**src/rtl/lut_frac_srl_ff2.sv**
```systemverilog
// lut_frac_srl_ff2: K-input frame-configured LUT that can be fractured into
// two (K-1)-input halves.  Each half has an optional output flop with enable
// and synchronous set/reset.  A carry-majority output is provided.
// Optional feature macro: LUT_SRL_EN builds the shift-register (SRL) mode,
// in which the truth table becomes a 2^K-deep UserCLK delay line.
module lut_frac_srl_ff2 #(
  parameter int K            = 4,
  parameter int NoConfigBits = (2**K) + 7
) (
  input  logic                    UserCLK,
  input  logic                    RESETn,
  input  logic [K-1:0]            I,
  input  logic                    Ci,
  output logic                    Co,
  input  logic                    SR,
  input  logic                    EN,
  input  logic                    SRL_D,
  output logic                    O_A,
  output logic                    O_B,
  output logic                    SRL_Q,
  input  logic [NoConfigBits-1:0] ConfigBits
);

  localparam int N = 2**K;

  logic [N-1:0] init_tbl;
  logic         ff_a_cfg;
  logic         ff_b_cfg;
  logic         i0mux_cfg;
  logic         setv_a;
  logic         setv_b;
  logic         frac_cfg;
  logic         srl_cfg;

  assign init_tbl  = ConfigBits[N-1:0];
  assign ff_a_cfg  = ConfigBits[N];
  assign ff_b_cfg  = ConfigBits[N+1];
  assign i0mux_cfg = ConfigBits[N+2];
  assign setv_a    = ConfigBits[N+3];
  assign setv_b    = ConfigBits[N+4];
  assign frac_cfg  = ConfigBits[N+5];
  assign srl_cfg   = ConfigBits[N+6];

  logic [N-1:0] tbl;
  logic [K-1:0] idx;
  logic [K-1:0] idx_lo;
  logic [K-1:0] idx_hi;
  logic         la;
  logic         lb;
  logic         fa;
  logic         fb;

`ifdef LUT_SRL_EN
  logic [N-1:0] mem;

  // Shift chain: reload INIT on reset, shift newest bit into position 0 on EN.
  always_ff @(posedge UserCLK) begin
    if (!RESETn) begin
      mem <= init_tbl;
    end else if (srl_cfg && EN) begin
      mem <= {mem[N-2:0], SRL_D};
    end
  end

  assign tbl   = srl_cfg ? mem : init_tbl;
  assign SRL_Q = srl_cfg ? mem[N-1] : 1'b0;
`else
  // SRL bit and shift input stay in the port/bitstream layout but do nothing.
  logic unused_srl;
  assign unused_srl = &{1'b0, srl_cfg, SRL_D};
  assign tbl        = init_tbl;
  assign SRL_Q      = 1'b0;
`endif

  // LUT index and half selection; fractured halves ignore I[K-1].
  always_comb begin
    idx    = {I[K-1:1], (i0mux_cfg ? Ci : I[0])};
    idx_lo = {1'b0, idx[K-2:0]};
    idx_hi = {1'b1, idx[K-2:0]};
    if (frac_cfg) begin
      la = tbl[idx_lo];
      lb = tbl[idx_hi];
    end else begin
      la = tbl[idx];
      lb = tbl[idx];
    end
  end

  assign Co = (Ci & I[1]) | (Ci & I[2]) | (I[1] & I[2]);

  // Output flops: reset, then enable, then synchronous set/reset, then load.
  always_ff @(posedge UserCLK) begin
    if (!RESETn) begin
      fa <= setv_a;
      fb <= setv_b;
    end else if (EN) begin
      if (SR) begin
        fa <= setv_a;
        fb <= setv_b;
      end else begin
        fa <= la;
        fb <= lb;
      end
    end
  end

  assign O_A = ff_a_cfg ? fa : la;
  assign O_B = ff_b_cfg ? fb : lb;

endmodule

```
**config.mk**
```make
export PLATFORM = sky130hd
export DESIGN_NAME = lut_frac_srl_ff2
export DESIGN_NICKNAME = d
export VERILOG_FILES = /design/src/rtl/lut_frac_srl_ff2.sv
export SDC_FILE = /design/constraint.sdc
export NUM_CORES = 1
export LEC_CHECK = 0
export ABC_AREA = 1
export ABC_CLOCK_PERIOD_IN_PS = 1600
export CELL_PAD_IN_SITES_DETAIL_PLACEMENT = 1
export CELL_PAD_IN_SITES_GLOBAL_PLACEMENT = 2
export CORE_UTILIZATION = 14
export DETAILED_ROUTE_END_ITERATION = 10
export MAX_ROUTING_LAYER = met4
export PLACE_DENSITY = 0.82
export SYNTH_ARGS = -nofsm -noshare
export SYNTH_HDL_FRONTEND = slang
export SYNTH_SLANG_ARGS = --single-unit
```
**constraint.sdc**
```tcl
create_clock -name UserCLK -period 1.6 [get_ports UserCLK]
set_clock_uncertainty 0.15 [all_clocks]
set_input_delay 0.16 -clock UserCLK [delete_from_list [all_inputs] [get_ports UserCLK]]
set_output_delay 0.16 -clock UserCLK [all_outputs]
set_load 0.01 [all_outputs]
```
Yosys cells after proc, flatten, opt, wreduce, memory -nomap -nowiden
Index checks and enable logic that the tools add are counted.
- input bits: 33
- bits in registers: 2
- output and inout port bits: 4
- logic and storage cells: 28
- muxes and demuxes: 17
- bitwise operators: 5
- magnitude comparators: 3
- equality and inequality tests: 1
- operators with widths (kind ; count):
    1-bit 2-to-1 mux ; 14
    4-bit by 5-bit < comparator with 1-bit output, second input constant ; 2
    1-bit binary-select mux with 3-bit select ; 2
    3-bit by 5-bit < comparator with 1-bit output, second input constant ; 1
    1-bit binary-select mux with 4-bit select ; 1
    1-bit bitwise AND ; 3
    2-bit != test, second input constant ; 1
    1-bit bitwise OR ; 2

Logic depth before layout (Yosys ltp)
- depth in word-level cells: 7
- gate-level depth with buffers: 12
- depth with buffers taken out: 12

Worst setup path after synthesis
OpenSTA, ideal clock, no wires.
- path type: input-to-reg
- from: input ConfigBits[18]
- to: register fa (data pin)
- cell stages on the path: 12
- arrival time: 917 ps
- buffers on the path: 0
- slack: 284 ps
- setup time: 249 ps
- required time: 1201 ps
- cell sequence: inv_2 nand2_8 nand2_4 nand2_1 nand3_1 nand3_2 nand2_1 nand2_1 nand3_2 nand3_1 nand2_1 inv_1
- cells in the longest elaborated chain, start to end: 7
- elaborated cells between the ends (all ways): 9
- those cells by class: mux (9)
- ends and longest elaborated chain (element ; line ; RTL):
    start: declaration ; 21 ; input logic [NoConfigBits-1:0] ConfigBits
    1-bit 2-to-1 mux (*) ; 77 ; idx = {I[K-1:1], (i0mux_cfg ? Ci : I[0])};
    1-bit binary-select mux with 4-bit select or 1-bit binary-select mux with 3-bit select (tied branches) ; 84, 81 ;
    1-bit 2-to-1 mux, on equally long branches ; 84, 81 ;
    1-bit 2-to-1 mux (*) ; 80 ; if (frac_cfg) begin
    1-bit 2-to-1 mux (*) ; 97 ; if (SR) begin
    1-bit 2-to-1 mux (*) ; 96 ; end else if (EN) begin
    1-bit 2-to-1 mux (*) ; 93 ; if (!RESETn) begin
    end signal: assignment ; 94 ; fa <= setv_a;
    end signal: assignment ; 98 ; fa <= setv_a;
    end signal: assignment ; 101 ; fa <= la;
    end: declaration ; 50 ; logic fa;
Mark *: on every way between the ends. The rest lies on a longest branch, timed or not. The select of a mux whose other input is x is not followed.
A chain may end at the register's enable or synchronous reset.

Final worst setup path
- from: input ConfigBits[2]
- to: output O_B
- cells in the longest elaborated chain, start to end: 4
- ends and longest elaborated chain (element ; line ; RTL):
    1-bit binary-select mux with 4-bit select ; 85 ; lb = tbl[idx];
    1-bit 2-to-1 mux (implied by the code) ; 85 ;
    1-bit 2-to-1 mux ; 80 ;
    1-bit 2-to-1 mux ; 108 ; assign O_B = ff_b_cfg ? fb : lb;
    end: declaration ; 19 ; output logic O_B,
No other way between the ends. The select of a mux whose other input is x is not followed.

==> flow_summary.json <==
{
  "status": "completed",
  "clock-root-buffer": "clkbuf_4",
  "synth_cells": 86,
  "start_util": 0.151,
  "drt_iter0_markers": 9,
  "grt_max_degree": 8,
  "crit_path_max_incr_delay_ns": 0.23,
  "fin_crit_ns": 1.59,
  "drt-met1-wl_um": 776,
  "crit_required_ns": 1.29,
  "netlist_top_cells_area": "nand3_1 (21%), nand2_1 (18%), inv_1 (18%), edfxtp_1 (13%), nand3b_1 (6.4%)",
  "hpwlAfterDp_um": 1340,
  "cts_buffers": 3,
  "drcViolationCount": 0,
  "htree_levels": 1,
  "dp_cells": 167,
  "peakVddDrop_uv": 178,
  "synth-seq-area-share": 0.128,
  "final_nets": 167,
  "seqPwrFrac": 0.153,
  "start_kind": "input pin",
  "yosysWarnings": 0,
  "fill_cells": 408,
  "highest_layer": "met4",
  "syn_avg_cell_area_sq_um": 5.44,
  "cp.arrival_ns": 1.28,
  "wl_met3_um": 105,
  "die_height_um": 59.8,
  "power_frac_clock": 0.250,
  "switching_share": 0.360,
  "grt_use_total": 0.115,
  "clk_path_buf_depth": 2,
  "synth_cell_types": 15,
  "ctsHoldBuffers": 0,
  "synth_top_area_frac": 0.214,
  "cpMaxStageDelayCell": "dlygate4sd2_1",
  "p_leak_nw": 0.563,
  "internal_power_mw": 0.281,
  "grt-ovfl-total": 0,
  "diodes": 0,
  "fin_crit_sh": 0.991,
  "path_max_fanout": 3,
  "max_freq_mhz": 630,
  "place.gp.congestion": 0.852,
  "cts_tree": "yes",
  "crit_chain": "dlygate4sd2_1, inv_1, nand3_2, nand3_2, nand3_2, nand2_2, nand2_2, nand3_4, nand2_2, nand2_1, nand2_1, buf_2",
  "synth_seq_cells": 2,
  "drt_first_pass_iters": 4,
  "p_per_area_nw_per_um2": 418,
  "cp-startpoint": "ConfigBits[2]",
  "num_vias": 735,
  "p_switching_mw": 0.158,
  "setup_violations": 0,
  "post_drt_via_cell_ratio": 4.18,
  "core_sq_um": 3100,
  "die_w_um": 59.8,
  "wl_per_cell_um": 12.2,
  "die-area_sq_um": 3580,
  "syn2layout_area_growth_pct": 125,
  "drv_cap": 0,
  "rows": 20,
  "ant_nets": 0,
  "antenna_found_initial": 0,
  "portBuffers": 33,
  "syn_area_sq_um": 468,
  "grt_pass1_vias": 716,
  "grt_pass1_wl_um": 3000,
  "end_kind": "output port",
  "path_clk_slew_ns": 0.03,
  "finalCoreUtilization": 0.339,
  "yosys_most_used_dff": "edfxtp_1",
  "multi_input_area_sq_um": 429,
  "synth_nets": 119,
  "finalNonFillerCells": 176,
  "crit_type": "input pin to output port",
  "drt-total-wl_um": 2140,
  "synth_edf_count": 2,
  "path_delay_family": "simple AND/OR/NAND/NOR gates",
  "drv_slew": 0,
  "pin_count": 37,
  "pwr-share-comb": 0.597,
  "yosys.cell_count.top_type": "nand2_1",
  "synthTopCellsByCount": "nand2_1 (23), inv_1 (22), nand3_1 (20)",
  "yosys.area.top_type": "nand3_1",
  "rsz0062_at_grt": "true",
  "cts_sinks": 2,
  "holdCritPathClass": "input pin to flop",
  "postSynth.asyncResetShare": 0,
  "critPathBufInv": 3,
  "layout-drive-gt1-share": 0.379,
  "hp-start": "EN",
  "ff_latch_area_sq_um": 60.1,
  "dr_wl_met2_um": 1170,
  "hold_viol_final": 0
}
-- routing by layer --
layer  track usage  vias up
met5             -        -
met3       0.00866       10
met4        0.0332        0
met1         0.115      334
met2         0.232       33
li1              -      358
-- power groups by stage --
stage | combinational, mW | clock, mW | sequential, mW
floorplan | 0.0938 | 0 | 0.0674
global placement | 0.219 | 0 | 0.0678
detailed placement | 0.221 | 0 | 0.0678
CTS | 0.228 | 0.114 | 0.0673
global route | 0.285 | 0.113 | 0.0675
finish | 0.262 | 0.110 | 0.0672
-- through the flow --
stage | total power [mW] | setup slack [ns] | area, sq um | hold slack, ns | setup TNS [ns]
3_5_place_dp | 0.289 | -0.858 | 883 | 0.707 | -3.12
6_report | 0.439 | 0.0139 | 1050 | 0.473 | 0
4_1_cts | 0.409 | 0.0153 | 968 | 0.475 | 0
3_3_place_gp | 0.287 | -0.828 | 883 | 0.706 | -2.99
5_1_grt | 0.465 | -0.0719 | 1050 | 0.491 | -0.180
2_1_floorplan | 0.161 | 0.284 | 468 | 0.230 | 0
-- state kept, by name, summed over array words and instances, names as in the netlist --
| signal | flops |
|---|---|
| fa | 1 |
| fb | 1 |
-- cell usage in the layout, fill, tap and decap left out, drive strengths merged --
| master | n |
|---|---|
| clkinv | 1 |
| nor2 | 1 |
| buf | 14 |
| edfxtp | 2 |
| inv | 23 |
| nand2 | 28 |
| clkbuf | 3 |
| nand3 | 22 |
| conb | 1 |
| dlygate4sd2 | 18 |
| clkdlybuf4s50 | 9 |
| or2 | 3 |
| nand3b | 4 |
| o21ai | 2 |
| clkdlybuf4s15 | 1 |
-- repair_timing --
action                                  in CTS  in global routing
resized for setup                           56                 22
endpoints found under the setup margin       5                  4
cloned                                       2                  0
hold endpoints to repair                     0                  0
buffers inserted                             3                  1
pin swaps                                   27                 11
-- cell families (layout without fill, tap and decap cells) --
| family | after synthesis | after routing | share of synthesized area |
|---|---|---|---|
| compound gates | 2 | 2 | 0.0214 |
| buf+inv | 25 | 69 | 0.209 |
| flops | 2 | 2 | 0.128 |
| other cells | 1 | 1 | 0.00801 |
| simple gates | 56 | 58 | 0.634 |
-- worst paths after layout --
check | to | slack [ns] | depth (start not counted)
worst max-delay path | O_B | 0.01 | 12
worst min-delay path | fa | 0.47 | 2
-- cell type report --
class / count / share of cell area
Tap cell: 44 / 0.0524
Sequential cell: 2 / 0.0571
Inverter: 24 / 0.100
Timing Repair Buffer: 42 / 0.361
Multi-Input combinational cell: 61 / 0.408
Clock buffer: 3 / 0.0214
(Power assumes the default switching activity.)
